## config.mk

```make
export PLATFORM = sky130hd
export DESIGN_NAME = gen1_scrambler_ctrl_flat
export DESIGN_NICKNAME = d
export VERILOG_FILES = /design/src/rtl/gen1_scrambler_ctrl_if.sv /design/src/rtl/gen1_scrambler_ctrl.sv /design/src/flat_wrapper.sv
export SDC_FILE = /design/constraint.sdc
export NUM_CORES = 1
export LEC_CHECK = 0
export ABC_CLOCK_PERIOD_IN_PS = 8800
export BUFFER_PORTS_ARGS = -buffer_cell sky130_fd_sc_hd__clkbuf_2
export CORE_MARGIN = 3
export CORE_UTILIZATION = 45
export CTS_CLUSTER_DIAMETER = 200
export CTS_CLUSTER_SIZE = 40
export DETAILED_ROUTE_END_ITERATION = 12
export PLACE_DENSITY = 0.69
export SLEW_MARGIN = 20
export SYNTH_ARGS = -nofsm -noshare
export SYNTH_HDL_FRONTEND = slang
export SYNTH_SLANG_ARGS = --single-unit
export TNS_END_PERCENT = 20
```

## constraint.sdc

```tcl
create_clock -name clk_i -period 8.8 [get_ports clk_i]
set_input_delay 2.64 -clock clk_i [delete_from_list [all_inputs] [get_ports clk_i]]
set_output_delay 2.64 -clock clk_i [all_outputs]
set_load 0.05 [all_outputs]
```

## src/rtl/gen1_scrambler_ctrl_if.sv

```systemverilog
`default_nettype none
// ============================================================================
// Module      : gen1_scrambler_ctrl_if
// Description : Stream interface of the Gen1 scrambler sequencing controller.
//               Carries the input symbol-word handshake, the registered output
//               word with its scrambler controls, and the length-error pulse.
// Revision    : 1.0 - initial release
// ============================================================================
interface gen1_scrambler_ctrl_if;
  // Input word side
  logic        in_valid_i;
  logic        in_ready_o;
  logic [31:0] in_data_i;
  logic [3:0]  in_datak_i;
  logic [1:0]  in_len_i;
  logic        disable_scrambling_i;
  // Output word side
  logic        out_valid_o;
  logic        out_ready_i;
  logic [31:0] out_data_o;
  logic [3:0]  out_datak_o;
  logic [1:0]  out_len_o;
  logic        scramble_enable_o;
  logic [3:0]  training_sequence_o;
  logic        lfsr_seed_o;
  logic [1:0]  seed_lane_o;
  logic        err_len_o;

  // Symbol source / sink attached around the controller
  modport master (
    output in_valid_i, in_data_i, in_datak_i, in_len_i, disable_scrambling_i,
    output out_ready_i,
    input  in_ready_o, out_valid_o, out_data_o, out_datak_o, out_len_o,
    input  scramble_enable_o, training_sequence_o, lfsr_seed_o, seed_lane_o,
    input  err_len_o
  );

  // The controller itself
  modport slave (
    input  in_valid_i, in_data_i, in_datak_i, in_len_i, disable_scrambling_i,
    input  out_ready_i,
    output in_ready_o, out_valid_o, out_data_o, out_datak_o, out_len_o,
    output scramble_enable_o, training_sequence_o, lfsr_seed_o, seed_lane_o,
    output err_len_o
  );
endinterface
`default_nettype wire

```

## src/rtl/gen1_scrambler_ctrl.sv

```systemverilog
`default_nettype none
// ============================================================================
// Module      : gen1_scrambler_ctrl
// Description : Sequencing controller ahead of the Gen1 scrambler. Tracks
//               ordered-set framing (COM/SKP/TS1/TS2/EIOS) across the active
//               byte lanes of each word and registers the per-byte
//               training-sequence mask, scramble enable and LFSR re-seed
//               request alongside a one-stage copy of the word.
//               Optional statistics counters: define GEN1_SCR_CTRL_STATS_EN.
// Revision    : 1.0 - initial release
// ============================================================================
module gen1_scrambler_ctrl #(
  parameter int         OS_LEN  = 16,
  parameter logic [7:0] COM_SYM = 8'hBC,
  parameter logic [7:0] SKP_SYM = 8'h1C,
  parameter logic [7:0] IDL_SYM = 8'h7C
) (
  input  logic                  clk_i,
  input  logic                  rst_i,
  gen1_scrambler_ctrl_if.slave  bus
`ifdef GEN1_SCR_CTRL_STATS_EN
  ,
  output logic [15:0]           ts_count_o,
  output logic [15:0]           skp_count_o
`endif
);

  localparam int c_CNT_W = (OS_LEN > 1) ? $clog2(OS_LEN) : 1;
  localparam logic [c_CNT_W-1:0] c_CNT_LAST  = c_CNT_W'(OS_LEN - 1);
  // Header symbol is index 1, so the first TS body byte is index 2
  localparam logic [c_CNT_W-1:0] c_CNT_START = c_CNT_W'(2);

  localparam logic [2:0] c_ST_DATA   = 3'd0;
  localparam logic [2:0] c_ST_OS_HDR = 3'd1;
  localparam logic [2:0] c_ST_SKP    = 3'd2;
  localparam logic [2:0] c_ST_EIOS   = 3'd3;
  localparam logic [2:0] c_ST_TS     = 3'd4;

  logic [2:0]         state_q, state_d, lane_state;
  logic [c_CNT_W-1:0] cnt_q, cnt_d, lane_cnt;
  logic [3:0]         lane_act, lane_mask;
  logic               lane_seed;
  logic [1:0]         lane_seed_idx;
  logic [7:0]         sym;
  logic               sym_k;
  logic               in_ready, xfer, len_ok, load;

  logic        out_valid_q, out_valid_d;
  logic [31:0] out_data_q, out_data_d;
  logic [3:0]  out_datak_q, out_datak_d;
  logic [1:0]  out_len_q, out_len_d;
  logic        scr_en_q, scr_en_d;
  logic [3:0]  ts_mask_q, ts_mask_d;
  logic        seed_q, seed_d;
  logic [1:0]  seed_lane_q, seed_lane_d;
  logic        err_len_q, err_len_d;
`ifdef GEN1_SCR_CTRL_STATS_EN
  logic [2:0]  ts_done_n, skp_ent_n;
  logic [15:0] ts_cnt_q, ts_cnt_d, skp_cnt_q, skp_cnt_d;
  logic [16:0] ts_sum, skp_sum;
`endif

  // A new word is accepted whenever the output slot is empty or draining
  assign in_ready = !out_valid_q | bus.out_ready_i;
  assign xfer     = bus.in_valid_i & in_ready;
  assign len_ok   = (bus.in_len_i != 2'b11);
  assign load     = xfer & len_ok;

  // Decode in_len into the set of lanes that carry symbols
  always_comb begin
    case (bus.in_len_i)
      2'b00:   lane_act = 4'b0001;
      2'b01:   lane_act = 4'b0011;
      2'b10:   lane_act = 4'b1111;
      default: lane_act = 4'b0000;
    endcase
  end

  // Next-state: walk the active lanes oldest-first through the framing FSM
  always_comb begin
    lane_state    = state_q;
    lane_cnt      = cnt_q;
    lane_mask     = '0;
    lane_seed     = 1'b0;
    lane_seed_idx = 2'd0;
    sym           = 8'h00;
    sym_k         = 1'b0;
`ifdef GEN1_SCR_CTRL_STATS_EN
    ts_done_n     = 3'd0;
    skp_ent_n     = 3'd0;
`endif
    for (int i = 0; i < 4; i++) begin
      if (lane_act[i]) begin
        sym   = bus.in_data_i[8*i +: 8];
        sym_k = bus.in_datak_i[i];
        if (sym_k && sym == COM_SYM) begin
          // A comma always opens a fresh ordered set, whatever came before
          lane_state    = c_ST_OS_HDR;
          lane_cnt      = '0;
          lane_mask[i]  = 1'b1;
          lane_seed     = 1'b1;
          lane_seed_idx = 2'(i);
        end else begin
          case (lane_state)
            c_ST_OS_HDR: begin
              lane_mask[i] = 1'b1;
              if (sym_k && sym == SKP_SYM) begin
                lane_state = c_ST_SKP;
`ifdef GEN1_SCR_CTRL_STATS_EN
                skp_ent_n  = skp_ent_n + 3'd1;
`endif
              end else if (sym_k && sym == IDL_SYM) begin
                lane_state = c_ST_EIOS;
              end else begin
                lane_state = c_ST_TS;
                lane_cnt   = c_CNT_START;
              end
            end
            c_ST_SKP: begin
              if (sym_k && sym == SKP_SYM) lane_mask[i] = 1'b1;
              else                         lane_state   = c_ST_DATA;
            end
            c_ST_EIOS: begin
              if (sym_k && sym == IDL_SYM) lane_mask[i] = 1'b1;
              else                         lane_state   = c_ST_DATA;
            end
            c_ST_TS: begin
              lane_mask[i] = 1'b1;
              if (lane_cnt == c_CNT_LAST) begin
                lane_state = c_ST_DATA;
                lane_cnt   = '0;
`ifdef GEN1_SCR_CTRL_STATS_EN
                ts_done_n  = ts_done_n + 3'd1;
`endif
              end else begin
                lane_cnt = lane_cnt + c_CNT_W'(1);
              end
            end
            default: lane_state = c_ST_DATA;
          endcase
        end
      end
    end
    // Dropped and absent words leave the framing state untouched
    state_d = load ? lane_state : state_q;
    cnt_d   = load ? lane_cnt   : cnt_q;
  end

  // State register for the framing FSM
  always_ff @(posedge clk_i) begin
    if (rst_i) begin
      state_q <= c_ST_DATA;
      cnt_q   <= '0;
    end else begin
      state_q <= state_d;
      cnt_q   <= cnt_d;
    end
  end

  // Output next-values: load on a legal transfer, otherwise hold or drain
  always_comb begin
    out_valid_d = out_valid_q;
    out_data_d  = out_data_q;
    out_datak_d = out_datak_q;
    out_len_d   = out_len_q;
    scr_en_d    = scr_en_q;
    ts_mask_d   = ts_mask_q;
    seed_d      = seed_q;
    seed_lane_d = seed_lane_q;
    err_len_d   = xfer & !len_ok;
    if (load) begin
      out_valid_d = 1'b1;
      out_data_d  = bus.in_data_i;
      out_datak_d = bus.in_datak_i;
      out_len_d   = bus.in_len_i;
      scr_en_d    = !bus.disable_scrambling_i;
      ts_mask_d   = lane_mask;
      seed_d      = lane_seed;
      seed_lane_d = lane_seed_idx;
    end else if (bus.out_ready_i) begin
      out_valid_d = 1'b0;
    end
  end

  // Output pipeline registers; reset discards any pending word
  always_ff @(posedge clk_i) begin
    if (rst_i) begin
      out_valid_q <= 1'b0;
      out_data_q  <= '0;
      out_datak_q <= '0;
      out_len_q   <= '0;
      scr_en_q    <= 1'b1;
      ts_mask_q   <= '0;
      seed_q      <= 1'b0;
      seed_lane_q <= '0;
      err_len_q   <= 1'b0;
    end else begin
      out_valid_q <= out_valid_d;
      out_data_q  <= out_data_d;
      out_datak_q <= out_datak_d;
      out_len_q   <= out_len_d;
      scr_en_q    <= scr_en_d;
      ts_mask_q   <= ts_mask_d;
      seed_q      <= seed_d;
      seed_lane_q <= seed_lane_d;
      err_len_q   <= err_len_d;
    end
  end

`ifdef GEN1_SCR_CTRL_STATS_EN
  // Saturating ordered-set statistics, advanced only by accepted words
  always_comb begin
    ts_sum    = {1'b0, ts_cnt_q}  + 17'(ts_done_n);
    skp_sum   = {1'b0, skp_cnt_q} + 17'(skp_ent_n);
    ts_cnt_d  = ts_cnt_q;
    skp_cnt_d = skp_cnt_q;
    if (load) begin
      ts_cnt_d  = ts_sum[16]  ? 16'hFFFF : ts_sum[15:0];
      skp_cnt_d = skp_sum[16] ? 16'hFFFF : skp_sum[15:0];
    end
  end

  // Statistics registers
  always_ff @(posedge clk_i) begin
    if (rst_i) begin
      ts_cnt_q  <= '0;
      skp_cnt_q <= '0;
    end else begin
      ts_cnt_q  <= ts_cnt_d;
      skp_cnt_q <= skp_cnt_d;
    end
  end

  assign ts_count_o  = ts_cnt_q;
  assign skp_count_o = skp_cnt_q;
`endif

  assign bus.in_ready_o          = in_ready;
  assign bus.out_valid_o         = out_valid_q;
  assign bus.out_data_o          = out_data_q;
  assign bus.out_datak_o         = out_datak_q;
  assign bus.out_len_o           = out_len_q;
  assign bus.scramble_enable_o   = scr_en_q;
  assign bus.training_sequence_o = ts_mask_q;
  assign bus.lfsr_seed_o         = seed_q;
  assign bus.seed_lane_o         = seed_lane_q;
  assign bus.err_len_o           = err_len_q;

endmodule
`default_nettype wire

```

## src/flat_wrapper.sv

```systemverilog
// flat-port wrapper written by rule: the top's interface ports become plain ports
module gen1_scrambler_ctrl_flat 
#(
  parameter int         OS_LEN  = 16,
  parameter logic [7:0] COM_SYM = 8'hBC,
  parameter logic [7:0] SKP_SYM = 8'h1C,
  parameter logic [7:0] IDL_SYM = 8'h7C
)
  (clk_i, rst_i, bus_in_valid_i, bus_in_data_i, bus_in_datak_i, bus_in_len_i, bus_disable_scrambling_i, bus_out_ready_i, bus_in_ready_o, bus_out_valid_o, bus_out_data_o, bus_out_datak_o, bus_out_len_o, bus_scramble_enable_o, bus_training_sequence_o, bus_lfsr_seed_o, bus_seed_lane_o, bus_err_len_o);
  gen1_scrambler_ctrl_if bus_i ();
  input  logic clk_i;
  input  logic rst_i;
  input wire logic [$bits(bus_i.in_valid_i)-1:0] bus_in_valid_i;
  input wire logic [$bits(bus_i.in_data_i)-1:0] bus_in_data_i;
  input wire logic [$bits(bus_i.in_datak_i)-1:0] bus_in_datak_i;
  input wire logic [$bits(bus_i.in_len_i)-1:0] bus_in_len_i;
  input wire logic [$bits(bus_i.disable_scrambling_i)-1:0] bus_disable_scrambling_i;
  input wire logic [$bits(bus_i.out_ready_i)-1:0] bus_out_ready_i;
  output wire logic [$bits(bus_i.in_ready_o)-1:0] bus_in_ready_o;
  output wire logic [$bits(bus_i.out_valid_o)-1:0] bus_out_valid_o;
  output wire logic [$bits(bus_i.out_data_o)-1:0] bus_out_data_o;
  output wire logic [$bits(bus_i.out_datak_o)-1:0] bus_out_datak_o;
  output wire logic [$bits(bus_i.out_len_o)-1:0] bus_out_len_o;
  output wire logic [$bits(bus_i.scramble_enable_o)-1:0] bus_scramble_enable_o;
  output wire logic [$bits(bus_i.training_sequence_o)-1:0] bus_training_sequence_o;
  output wire logic [$bits(bus_i.lfsr_seed_o)-1:0] bus_lfsr_seed_o;
  output wire logic [$bits(bus_i.seed_lane_o)-1:0] bus_seed_lane_o;
  output wire logic [$bits(bus_i.err_len_o)-1:0] bus_err_len_o;
  assign bus_i.in_valid_i = bus_in_valid_i;
  assign bus_i.in_data_i = bus_in_data_i;
  assign bus_i.in_datak_i = bus_in_datak_i;
  assign bus_i.in_len_i = bus_in_len_i;
  assign bus_i.disable_scrambling_i = bus_disable_scrambling_i;
  assign bus_i.out_ready_i = bus_out_ready_i;
  assign bus_in_ready_o = bus_i.in_ready_o;
  assign bus_out_valid_o = bus_i.out_valid_o;
  assign bus_out_data_o = bus_i.out_data_o;
  assign bus_out_datak_o = bus_i.out_datak_o;
  assign bus_out_len_o = bus_i.out_len_o;
  assign bus_scramble_enable_o = bus_i.scramble_enable_o;
  assign bus_training_sequence_o = bus_i.training_sequence_o;
  assign bus_lfsr_seed_o = bus_i.lfsr_seed_o;
  assign bus_seed_lane_o = bus_i.seed_lane_o;
  assign bus_err_len_o = bus_i.err_len_o;
  gen1_scrambler_ctrl #(.OS_LEN(OS_LEN), .COM_SYM(COM_SYM), .SKP_SYM(SKP_SYM), .IDL_SYM(IDL_SYM)) u_core (.clk_i(clk_i), .rst_i(rst_i), .bus(bus_i));
endmodule
```

After elaboration in Yosys (flattened, before gate mapping) --
Cells that the tools add are included.
Cells by class: add/subtract/negate cells 4, eq/ne operators 35, multiplexer cells 93, bitwise logic cells 4, reduce and logical (&&, ||, !) cells 21
Operator list (number):
- $mux W3 | 28
- $mux W4 | 20
- $pmux W3 S4 | 4
- $eq A8 B5 Y1 const B | 4
- $eq A8 B7 Y1 const B | 4
- $eq A8 B8 Y1 const B | 4
- $pmux W4 S2 | 4
- $mux W1 | 27
- $eq A3 B2 Y1 const B | 8
- $add A4 B1 Y4 const B | 4
- $eq A4 B4 Y1 const B | 4
- $eq A3 B1 Y1 const B | 4
- $eq A3 B3 Y1 const B | 4
- $logic_and A1 B1 Y1 | 12
- $pmux W1 S3 | 4
- $pmux W4 S3 | 1
- $mux W2 | 5
- $reduce_or A2 Y1 | 4
- $and A1 B1 Y1 | 3
- $logic_not A1 Y1 | 3
- $eq A2 B1 Y1 const B | 1
- $eq A2 B2 Y1 const B | 1
- $logic_not A2 Y1 | 1
- $ne A2 B2 Y1 const B | 1
- other kinds (2) | 2
Word-level totals: bits in registers 55, input bits 43, output and inout bits 49

Depth between registers and ports, before layout --
Gate-level depths: netlist of run 1.
depth in word-level cells 22, depth in mapped cells 22, mapped depth without buffers 22

Worst setup path after synthesis of run 1 --
No wires, ideal clock.
path type input to register, from in bus_in_data_i[6], to reg u_core.state_q[2], setup time 0.096 ns, data arrival time 6.904 ns, data required time 8.704 ns, setup slack 1.801 ns, stages on the path 22, cells stage by stage buf_2 > and4b_1 > and3_1 > nor2_1 > o32ai_2 > inv_2 > ha_1 > o221a_1 > or4_1 > o31a_1 > inv_1 > ha_1 > nand3_1 > or2_2 > a222oi_1 > o32ai_1 > a21o_1 > ha_1 > a21boi_0 > a211oi_1 > a211oi_1 > o41ai_2
On the way: longest elaborated chain between the ends 22, elaborated cells on any way between the ends 65
RTL lines:
- from (decl) | line flat_wrapper.sv:14 | input wire logic [$bits(bus_i.in_data_i)-1:0] bus_in_data_i;
- $eq A8 B7 Y1 | line gen1_scrambler_ctrl.sv:112, gen1_scrambler_ctrl.sv:124
- $logic_and A1 B1 Y1 | line gen1_scrambler_ctrl.sv:112, gen1_scrambler_ctrl.sv:124
- $mux W4 | line gen1_scrambler_ctrl.sv:112 | end else if (sym_k && sym == IDL_SYM) begin
- $mux W4 | line gen1_scrambler_ctrl.sv:107 | if (sym_k && sym == SKP_SYM) begin
- $pmux W4 S2 | line gen1_scrambler_ctrl.sv:104 | case (lane_state)
- $mux W4 | line gen1_scrambler_ctrl.sv:96 | if (sym_k && sym == COM_SYM) begin
- $mux W4 | line gen1_scrambler_ctrl.sv:93 | if (lane_act[i]) begin
- $add A4 B1 Y4, or another cell as far along | line gen1_scrambler_ctrl.sv:136 | lane_cnt = lane_cnt + c_CNT_W'(1);
- [6 not listed]
- $pmux W4 S2 | line gen1_scrambler_ctrl.sv:104
- $mux W4 | line gen1_scrambler_ctrl.sv:96
- $mux W4 | line gen1_scrambler_ctrl.sv:93
- $eq A4 B4 Y1 | line gen1_scrambler_ctrl.sv:129 | if (lane_cnt == c_CNT_LAST) begin
- $mux W3 | line gen1_scrambler_ctrl.sv:129
- $pmux W3 S4 | line gen1_scrambler_ctrl.sv:104
- $mux W3 | line gen1_scrambler_ctrl.sv:96
- $mux W3 * | line gen1_scrambler_ctrl.sv:93
- to (signal assigned) | line gen1_scrambler_ctrl.sv:152 | state_q <= c_ST_DATA;
- to (signal assigned) | line gen1_scrambler_ctrl.sv:155 | state_q <= state_d;
- to (decl) | line gen1_scrambler_ctrl.sv:39 | logic [2:0] state_q, state_d, lane_state;
Every way passes the cells marked *; elsewhere a longest branch is shown, timed or not. A chain may end at the register's enable or synchronous reset.

Worst setup path in the final report of run 1 --
from in bus_in_len_i[0], to reg u_core.state_q[2]
On the way: longest elaborated chain between the ends 18, elaborated cells on any way between the ends 55
RTL lines:
- from (decl) | line flat_wrapper.sv:16 | input wire logic [$bits(bus_i.in_len_i)-1:0] bus_in_len_i;
- $eq A2 B2 Y1, or another cell as far along | line gen1_scrambler_ctrl.sv:71 | case (bus.in_len_i)
- $pmux W4 S3 | line gen1_scrambler_ctrl.sv:71
- $mux W4 | line gen1_scrambler_ctrl.sv:93
- $add A4 B1 Y4, or another cell as far along | line gen1_scrambler_ctrl.sv:136
- $mux W4, on equally long branches | line gen1_scrambler_ctrl.sv:129, gen1_scrambler_ctrl.sv:107
- $pmux W4 S2 | line gen1_scrambler_ctrl.sv:104
- $mux W4 | line gen1_scrambler_ctrl.sv:96
- $mux W4 | line gen1_scrambler_ctrl.sv:93
- [2 not listed]
- $pmux W4 S2 | line gen1_scrambler_ctrl.sv:104
- $mux W4 | line gen1_scrambler_ctrl.sv:96
- $mux W4 | line gen1_scrambler_ctrl.sv:93
- $eq A4 B4 Y1 | line gen1_scrambler_ctrl.sv:129
- $mux W3 | line gen1_scrambler_ctrl.sv:129
- $pmux W3 S4 | line gen1_scrambler_ctrl.sv:104
- $mux W3 | line gen1_scrambler_ctrl.sv:96
- $mux W3 | line gen1_scrambler_ctrl.sv:93
Several ways; a longest one is shown, not always the timed one.

==> results_dict.tcl, run 1 <==
set metrics [dict create \
    status "finished, final reports clean" \
    cp.arrival_ns 7.81 \
    clockBufferDepth 2 \
    grt-ovfl-total 0 \
    synth_top_area_cell "dfxtp_1" \
    wl_um 11200 \
    cp.required_ns 9.05 \
    finalHoldViolCount 0 \
    cts_tree "built" \
    area_delta_synth_final_pct 15.4 \
    synth_edf_count 0 \
    clock-sinks 55 \
    placedCellCount 671 \
    final_cells 679 \
    wl_per_cell_um 16.5 \
    clock-root-buffer "clkbuf_8" \
    synth_compound_area_share_pct 29.6 \
    grt_pass1_wl_um 18300 \
    fmaxAchievable_ghz 0.132 \
    vias 4169 \
    criticalPathCategory "in -> reg" \
    layout_common_cells "nand2_1 (112), clkbuf_2 (91), a21oi_1 (60)" \
    yosys-mux-area-fraction_pct 1.10 \
    layout_min_cycle_time_ns 7.56 \
    fp-row-count 32 \
    cts_hold_buf 0 \
    p_per_area_nw_per_um2 135 \
    final.period_utilization_pct 85.9 \
    end_kind "flop" \
    vdd_drop_max_mv 0.0740 \
    max-cap-violations 0 \
    grt_start_max_net_pins 49 \
    insertedDiodeCount 0 \
    drive_above_1_share_pct 22.5 \
    hp-class "reg -> reg" \
    clkTransAtPathRegs_ns 0.12 \
    die_y_um 97.3 \
    drt_iter0_markers 257 \
    die_area_sq_um 9470 \
    rsz0062_at_grt "false" \
    synth_top_family_by_area "simple AND/OR/NAND/NOR gates" \
    nets 625 \
    drtPass1Iterations 5 \
    whs_ns 0.460 \
    layout_commonest_cell "nand2_1" \
    cts_max_level 2 \
    ys.flop_type "dfxtp_1" \
    fin_skew_ns 0.0136 \
    vias_per_cell 6.14 \
    grt_pass1_vias 3830 \
    setup_tns_ns 0 \
    syn_inst 504 \
    worst_pin_slew_ns 1.08 \
    combPwrFrac_pct 25.7 \
    path_max_fanout 18 \
    ys_types 88 \
    ys_seq_area_share_pct 29.4 \
    pin_count 92 \
    swShare_pct 37.7 \
    yosys.area_share.simple_pct 32.9 \
    clk_latency_ns 0.33 \
    leakage_nw 1.77 \
    port_buffers 91 \
    antenna_left 0 \
    pre_cts_slack_ns 0.992 \
    place.gp.congestion 0.951 \
    synth_adder_area_share_pct 2.00 \
    antenna_found_initial 0 \
    power_frac_seq_pct 46.4 \
    cellInternalPower_mw 0.364 \
    synth_top_area_share_pct 29.4 \
    cts_inserted_buffers 5 \
    start_kind "input port" \
    track_usage_pct 22.7 \
    power.switching_mw 0.220 \
    synth.avg_cell_area_sq_um 7.44 \
    die_width_um 97.3 \
    final.fill_count 788 \
    setup_viol 0 \
    synth.area.top_cells "dfxtp_1 (29%), nand2_1 (11%), a21oi_1 (8.0%)" \
    slew_viol_final 0 \
    core_sq_um 7930 \
    clkPwrFrac_pct 27.8 \
    drc 0 \
    synthXorXnorAreaFrac_pct 0.700 \
    hpwlAfterDp_um 8220 \
    cts_setup_buffers 0 \
    initial_core_util_pct 47.3 \
    yosysWarnings 0 \
    ys_ff_latch 55 \
    relSlewSlack_pct 27.8 \
    syn-cell-area_sq_um 3750 \
    synth_nets 553 \
    fin_util_pct 54.6 \
    synthArstFlopShare_pct 0 \
    ctsResizeCount 0 \
    postLayoutSetupSlackWorst_ns 1.24 \
]
critical path, cell delays in order:
cell and delay (ns):
clkbuf_2 0.11, ha_1 0.62, nor3b_1 0.11, o2111ai_1 0.26, nand2_1 0.24, nor2_1 0.44, nand3_1 0.16, or4_1 0.54
o31a_1 0.17, inv_1 0.12, ha_1 0.22, nand3_1 0.09, or2_2 0.29, a222oi_1 0.39, o32ai_1 0.18, a21o_1 0.24
ha_1 0.23, a21boi_0 0.15, a211oi_1 0.24, a211oi_1 0.09, o41ai_2 0.28
per-stage QoR:
| stage | power, mW | cell area, sq um |
|---|---|---|
| global route | 0.610 | 4330 |
| floorplan | 0.382 | 3750 |
| finish | 0.584 | 4330 |
| detailed placement | 0.426 | 4230 |
| global placement | 0.423 | 4230 |
| CTS | 0.586 | 4330 |
per-layer routing:
metal | share of wire [%] | global-route usage [%] | up-vias
met5 | 0 | 0 | -
met4 | 1.2 | 4.58 | 0
met3 | 7.1 | 3.45 | 17
met2 | 47 | 39.2 | 180
met1 | 44 | 30.0 | 1947
li1 | - | - | 2025
flip-flops by register name (all words and copies together) (netlist names):
| register | flops |
|---|---|
| u_core.bus.out_len_o | 2 |
| u_core.bus.out_datak_o | 4 |
| u_core.bus.training_sequence_o | 4 |
| u_core.cnt_q | 4 |
| u_core.bus.seed_lane_o | 2 |
| u_core.bus.err_len_o | 1 |
| u_core.bus.scramble_enable_o | 1 |
| u_core.state_q | 3 |
| u_core.bus.out_valid_o | 1 |
| u_core.bus.out_data_o | 32 |
| u_core.bus.lfsr_seed_o | 1 |
power by group through the flow:
stage	clock, mW	sequential (mW)	combinational (mW)
2_1_floorplan	0	0.317	0.0649
3_3_place_gp	0	0.276	0.147
3_5_place_dp	0	0.277	0.149
4_1_cts	0.165	0.271	0.150
5_1_grt	0.174	0.273	0.162
6_report	0.162	0.271	0.150
path summary, 6_finish.rpt:
kind / from / end / slack (ns) / cells past startpoint
hold / removal: u_core.bus.out_data_o[2]$_SDFFE_PP0P_ / u_core.bus.out_data_o[2]$_SDFFE_PP0P_ / 0.46 / 2
setup reg to reg: u_core.state_q[0]$_SDFFE_PP0P_ / u_core.state_q[2]$_SDFFE_PP0P_ / 3.40 / 21
setup / recovery: bus_in_len_i[0] / u_core.state_q[2]$_SDFFE_PP0P_ / 1.24 / 21
hold reg to reg: u_core.bus.out_data_o[2]$_SDFFE_PP0P_ / u_core.bus.out_data_o[2]$_SDFFE_PP0P_ / 0.46 / 2
cells by family after synthesis:
logic type | Yosys count
AO/OA/AOI/OAI | 162
XOR/XNOR | 3
adder cells (fa/ha/maj) | 6
buffers and inverters | 36
flip-flops | 55
multiplexers | 4
AND/OR/NAND/NOR | 238
cell type report:
cell class | count | area [sq um] | share of cell area, %
Multi-Input combinational cell | 413 | 2500 | 57.7
Clock buffer | 5 | 68.8 | 1.59
Tap cell | 102 | 128 | 2.95
Timing Repair Buffer | 93 | 470 | 10.9
Sequential cell | 55 | 1100 | 25.4
Clock inverter | 3 | 33.8 | 0.781
Inverter | 8 | 30.0 | 0.694
cells in the mapped netlist, types with 3 or more instances:
master and n:
nand2_1 112, a21oi_1 60, dfxtp_1 55, nor2_1 23
clkbuf_1 22, nand3_1 22, o21ai_0 17, nor3_1 12
a211oi_1 9, nand2b_1 8, a31oi_1 7, o211ai_1 7
ha_1 6, inv_1 6, or2_2 6, nand4_1 5
a2bb2oi_1 4, and2_1 4, and3_1 4, o2111ai_1 4
or3_1 4, a21bo_2 3, a21o_1 3, and4_1 3
and4b_1 3, buf_2 3, buf_6 3, mux2i_1 3
o31a_1 3, o31ai_1 3, or4_1 3
(Power assumes the default switching activity.)
==> inputs of run 2 (changes only) <==
ABC_AREA = 1   (was default)
==> run 2 against run 1 <==
  * Via count down 1.5%
  * Wire length down 3.3%
  * First-iteration DRC count up 0.39%
  * Global-route usage down 0.17 points
  * Combinational power up 35%
  * Worst hold slack better by 0.012 ns
  * Clock skew down 0.0010 ns
  * Largest power group unchanged
  * Sequential cell count unchanged
==> results_dict.tcl, run 2 <==
set metrics [dict create \
    status "finished, final reports clean" \
    syn_inst 594 \
    finalHoldViolCount 0 \
    layout_commonest_cell "nand2_1" \
    drc 0 \
    cts_max_level 2 \
    r2r_setup_slack_ns 4.95 \
    hold_depth 2 \
    vdd_drop_max_mv 0.0742 \
    fin_skew_ns 0.0125 \
    clockBufferDepth 2 \
    path_max_fanout 12 \
    synth.avg_cell_area_sq_um 6.30 \
    rsz0062_at_grt "false" \
    criticalPathCategory "in -> reg" \
    clock-root-buffer "clkbuf_8" \
    layout_min_cycle_time_ns 5.80 \
    yosysMostFrequentCell "nand2_1" \
    vias 4105 \
    area_delta_synth_final_pct 17.4 \
    drive_above_1_share_pct 25.2 \
    die_area_sq_um 9450 \
    cp.required_ns 9.04 \
    relSlewSlack_pct 47.0 \
    pin_count 92 \
    fmaxAchievable_ghz 0.172 \
    reg2reg_to "u_core.cnt_q[0]$_SDFFE_PP0P_" \
    antenna_found_initial 0 \
    crit_family "simple AND/OR/NAND/NOR gates" \
    setup_tns_ns 0 \
    hpwlAfterDp_um 8190 \
    drtPass1Iterations 5 \
    die_y_um 97.2 \
    vias_per_cell 5.28 \
    cts_setup_buffers 0 \
    cts_hold_buf 0 \
    fp-row-count 32 \
    place.gp.congestion 0.970 \
    port_buffers 91 \
    nets 723 \
    drt_iter0_markers 258 \
    worst_pin_slew_ns 0.795 \
    finish.instance_area_sq_um 4390 \
    placed_area_sq_um 4270 \
    track_usage_pct 22.5 \
    slew_viol_final 0 \
    grt-ovfl-total 0 \
    synth_nets 643 \
    critPathLaunch "bus_in_len_i[1]" \
    reg2reg_from "u_core.cnt_q[1]$_SDFFE_PP0P_" \
    clkTransAtPathRegs_ns 0.12 \
    max-cap-violations 0 \
    netlist_top_cells_count "nand2_1 (126), nor2_1 (98), dfxtp_1 (55), inv_1 (53), o21ai_0 (50)" \
    hp-class "reg -> reg" \
    setup_viol 0 \
    grt_pass1_vias 3882 \
    layout_common_cells "nand2_1 (126), nor2_1 (97), clkbuf_2 (91)" \
    final.period_utilization_pct 65.9 \
    synth.area.top_cells "dfxtp_1 (29%), nand2_1 (13%), nor2_1 (9.8%)" \
    crit_chain "clkbuf_2 -> ha_1 -> inv_1 -> nand2_2 -> nor2_4 -> a21boi_2 -> nand3_2 -> inv_2 -> nand2_2 -> o21ai_1 -> nand2_1 -> nor2_4 -> ha_1 -> nand4_2 -> nand2_1 -> o21ai_1 -> and3_1 -> ha_1 -> nand3_1 -> nand2_2 -> a21oi_1 -> o21ai_1 -> a21oi_1" \
    start_kind "input port" \
    synth_edf_count 0 \
    ys_types 43 \
    cp_slowest_cell "ha_1" \
    ys_seq_area_share_pct 29.4 \
    min_from "u_core.bus.training_sequence_o[2]$_SDFFE_PP0P_" \
    synth_top_area_cell "dfxtp_1" \
    syn-cell-area_sq_um 3740 \
    insertedDiodeCount 0 \
    cts_tree "built" \
    path_buf_inv 3 \
    synthArstFlopShare_pct 0 \
    hold-path-endpoint "u_core.bus.training_sequence_o[2]$_SDFFE_PP0P_" \
    wl_per_cell_um 13.9 \
    reg2reg_depth 27 \
    leakage_nw 2.13 \
    clock-sinks 55 \
    core_sq_um 7890 \
    clk_latency_ns 0.32 \
    synth_top_area_share_pct 29.4 \
    largest_reg_flops 32 \
    end_kind "flop" \
    wl_um 10800 \
    final.fill_count 784 \
    grt_pass1_wl_um 18100 \
    yosysWarnings 0 \
    ctsResizeCount 0 \
    grt_start_max_net_pins 65 \
    ys.flop_type "dfxtp_1" \
    antenna_left 0 \
    ys_ff_latch 55 \
    initial_core_util_pct 47.5 \
    die_width_um 97.2 \
    cts_inserted_buffers 5 \
    critPathMaxStageDelay_ns 0.45 \
    cp.arrival_ns 6.05 \
    p_per_area_nw_per_um2 151 \
]
-- run 2: changes by cell type after synthesis, sizes merged, moves of 8 or more --
cell	delta
nand4	+8
nand3	+22
inv	+55
o21ai	+36
a211oi	-9
nand2	+38
nand2b	-8
a21oi	-20
nor2	+82
-- run 2: area by class of cell --
class	instances	area (sq um)	share of cell area (%)
Multi-Input combinational cell	454	2330	53.0
Sequential cell	55	1100	25.1
Timing Repair Buffer	93	470	10.7
Inverter	65	244	5.55
Tap cell	102	128	2.90
Clock buffer	5	68.8	1.57
Clock inverter	3	55.1	1.25
-- run 2: report_power, final --
group          switching [mW]  leakage [nW]  internal (mW)  total (mW)
Sequential             0.0111         0.454          0.268       0.279
Combinational           0.150          1.62         0.0523       0.203
Clock                  0.0959        0.0611         0.0879       0.184
Total                   0.257          2.13          0.408       0.665
-- run 2: cell families after synthesis --
logic type | share of synthesized area [%]
AOI/OAI and AO/OA | 18.2
adders and majority gates | 2.01
buffers and inverters | 8.62
DFF | 29.4
and+or+nand+nor | 41.7
-- run 2: worst min-delay path: stages (launching register included) --
cell and delay (ns):
dfxtp_1 0.33, nand2_1 0.06, a21oi_1 0.05
-- run 2: worst max-delay path by stage --
| stage | to | slack [ns] | cells past startpoint |
|---|---|---|---|
| after global routing | u_core.cnt_q[3]$_SDFFE_PP0P_ | 2.59 | 28 |
| after global placement | u_core.cnt_q[3]$_SDFFE_PP0P_ | 2.88 | 25 |
| final | u_core.cnt_q[0]$_SDFFE_PP0P_ | 3.00 | 23 |
| after CTS | bus_in_ready_o | 3.02 | 4 |
| after detailed placement | u_core.cnt_q[3]$_SDFFE_PP0P_ | 2.74 | 25 |
| after floorplan | bus_in_ready_o | 3.17 | 2 |
-- run 2: layer usage --
layer	vias to the layer above	share of wire, %	routed length (um)	GRT usage, %
met2	120	48	5160	38.0
met3	12	5.9	639	3.37
met4	0	1.6	170	6.28
li1	2111	-	-	-
met5	-	0	0	0
met1	1862	45	4870	29.9
-- run 2: metrics by stage --
step | worst slack, ns | hold WS, ns | util (%) | power, mW | instances
2_1_floorplan | 3.17 | 0.480 | - | 0.432 | 594
3_3_place_gp | 2.88 | 0.453 | 54.1 | 0.484 | 769
3_5_place_dp | 2.74 | 0.454 | 54.1 | 0.486 | 769
4_1_cts | 3.02 | 0.472 | 55.7 | 0.670 | 777
5_1_grt | 2.59 | 0.483 | 55.7 | 0.700 | 777
6_report | 3.00 | 0.472 | 55.7 | 0.665 | 777
==> inputs of run 3 (changes only) <==
ABC_CLOCK_PERIOD_IN_PS = 5000   (was 8800)
PLACE_DENSITY = 0.72   (was 0.69)
clock period = 5 ns   (was 8.8 ns; I/O delays follow)
==> run 3 against run 2 <==
  * Utilization increased by 0.38 points
  * Worst hold slack got worse by 0.0026 ns
  * Design area increased by 0.68%
  * Critical endpoint is now u_core.cnt_q[3]$_SDFFE_PP0P_
  * Largest cell class unchanged
  * Largest power group unchanged
==> results_dict.tcl, run 3 (same netlist as run 2, synthesis figures left out) <==
set metrics [dict create \
    setup_tns_ns 0 \
    reg2reg_from "u_core.cnt_q[1]$_SDFFE_PP0P_" \
    hp-class "reg -> reg" \
    rsz0062_at_grt "false" \
    clk_latency_ns 0.32 \
    die_y_um 97.2 \
    clockBufferDepth 2 \
    drt_iter0_markers 281 \
    setup_viol 0 \
    worst_pin_slew_ns 0.905 \
    cts_hold_buf 0 \
    grt_pass1_wl_um 17700 \
    track_usage_pct 22.0 \
    critPathLaunch "bus_in_len_i[1]" \
    multi_input_area_sq_um 2330 \
    clkTransAtPathRegs_ns 0.12 \
    vias 4080 \
    hold_depth 2 \
    criticalPathCategory "in -> reg" \
    area_delta_synth_final_pct 18.2 \
    insertedDiodeCount 0 \
    wl_per_cell_um 13.6 \
    final.fill_count 780 \
    critPathMaxStageDelay_ns 0.30 \
    path_max_fanout 9 \
    cts_inserted_buffers 5 \
    layout_common_cells "nand2_1 (126), nor2_1 (97), clkbuf_2 (91)" \
    layout_commonest_cell "nand2_1" \
    cts_tree "built" \
    leakage_nw 2.15 \
    antenna_found_initial 0 \
    hpwlAfterDp_um 8120 \
    max-cap-violations 0 \
    clock-root-buffer "clkbuf_8" \
    die_width_um 97.2 \
    seq_area_sq_um 1100 \
    status "finished, final reports clean" \
    wl_um 10600 \
    cts_max_level 2 \
    reg2reg_depth 29 \
    relSlewSlack_pct 39.6 \
    core_sq_um 7890 \
    drtPass1Iterations 4 \
    antenna_left 0 \
    cp.arrival_ns 4.80 \
    end_kind "flop" \
    fp-row-count 32 \
    reg2reg_to "u_core.cnt_q[3]$_SDFFE_PP0P_" \
    initial_core_util_pct 47.5 \
    cp.required_ns 5.20 \
    critPathMostFrequentCell "nand2_1" \
    crit_chain "clkbuf_2 -> ha_1 -> inv_1 -> nand2_2 -> o21bai_2 -> nand3_1 -> nand2_1 -> nand4_1 -> nor2_1 -> nor2_4 -> ha_1 -> nand4_2 -> nand2_1 -> o21ai_1 -> and3_1 -> ha_1 -> nand3_1 -> nand2_2 -> nand2_1 -> nand3_1 -> nand2_1 -> nand2_1 -> a21oi_2" \
    port_buffers 91 \
    r2r_setup_slack_ns 1.16 \
    clock-sinks 55 \
    nets 727 \
    pin_count 92 \
    fin_skew_ns 0.0142 \
    drc 0 \
    min_from "u_core.bus.training_sequence_o[2]$_SDFFE_PP0P_" \
    whs_ns 0.470 \
    cts_setup_buffers 0 \
    layout_min_cycle_time_ns 4.61 \
    cp_slowest_cell "ha_1" \
    largest_reg_flops 32 \
    vias_per_cell 5.22 \
    finalHoldViolCount 0 \
    final.period_utilization_pct 92.1 \
    grt-ovfl-total 0 \
    vdd_drop_max_mv 0.154 \
    p_per_area_nw_per_um2 266 \
    drive_above_1_share_pct 25.6 \
    place.gp.congestion 0.902 \
    start_kind "input port" \
    grt_pass1_vias 3742 \
    grt_start_max_net_pins 65 \
    hold-path-endpoint "u_core.bus.training_sequence_o[2]$_SDFFE_PP0P_" \
    fmaxAchievable_ghz 0.217 \
    ctsResizeCount 0 \
    slew_viol_final 0 \
    fin_util_pct 56.1 \
    die_area_sq_um 9450 \
]
-- run 3: routing by layer --
| layer | routed length [um] | vias up | share of wire, % | global-route usage, % |
|---|---|---|---|---|
| met5 | 0 | - | 0 | 0 |
| met4 | 189 | 0 | 1.8 | 5.64 |
| met3 | 459 | 10 | 4.3 | 3.02 |
| met2 | 5180 | 111 | 49 | 37.7 |
| met1 | 4810 | 1843 | 45 | 29.2 |
| li1 | - | 2116 | - | - |
-- run 3: stage by stage --
step | setup WS [ns] | cells | cell area [sq um] | power, mW
2_1_floorplan | 0.620 | 594 | 3740 | 0.761
5_1_grt | 0.00644 | 781 | 4420 | 1.23
3_5_place_dp | 0.0963 | 773 | 4300 | 0.858
3_3_place_gp | 0.160 | 773 | 4300 | 0.855
6_report | 0.395 | 781 | 4420 | 1.18
4_1_cts | 0.416 | 781 | 4420 | 1.18
-- run 3: cell type report --
type	instances	area share (%)
inverter	65	5.51
sequential	55	24.9
clock inverter	3	1.24
tap	102	2.88
timing repair buffer	97	11.3
multi-input combinational	454	52.6
clock buffer	5	1.56
-- run 3: critical path: cells and delay by family --
family                   cells  cell delay (ns)
buffers and inverters        2             0.33
AND/OR/NAND/NOR             15             1.81
AO/OA/AOI/OAI                3             0.42
adder cells (fa/ha/maj)      3             0.74
-- run 3: report_power, final --
part,internal [mW],switching [mW],total [mW],leakage [nW]
Sequential,0.471,0.0200,0.491,0.454
Clock,0.155,0.174,0.328,0.0611
Combinational,0.0944,0.264,0.358,1.64
Total,0.720,0.457,1.18,2.15
-- run 3: worst max-delay path by stage --
stage                                               to  slack (ns)  cells after the start
after global placement    u_core.cnt_q[3]$_SDFFE_PP0P_        0.16                     23
after CTS                 u_core.cnt_q[3]$_SDFFE_PP0P_        0.42                     23
after global routing      u_core.cnt_q[2]$_SDFFE_PP0P_       0.006                     22
after detailed placement  u_core.cnt_q[3]$_SDFFE_PP0P_         0.1                     23
final                     u_core.cnt_q[3]$_SDFFE_PP0P_        0.39                     23
after floorplan           u_core.cnt_q[3]$_SDFFE_PP0P_        0.62                     30
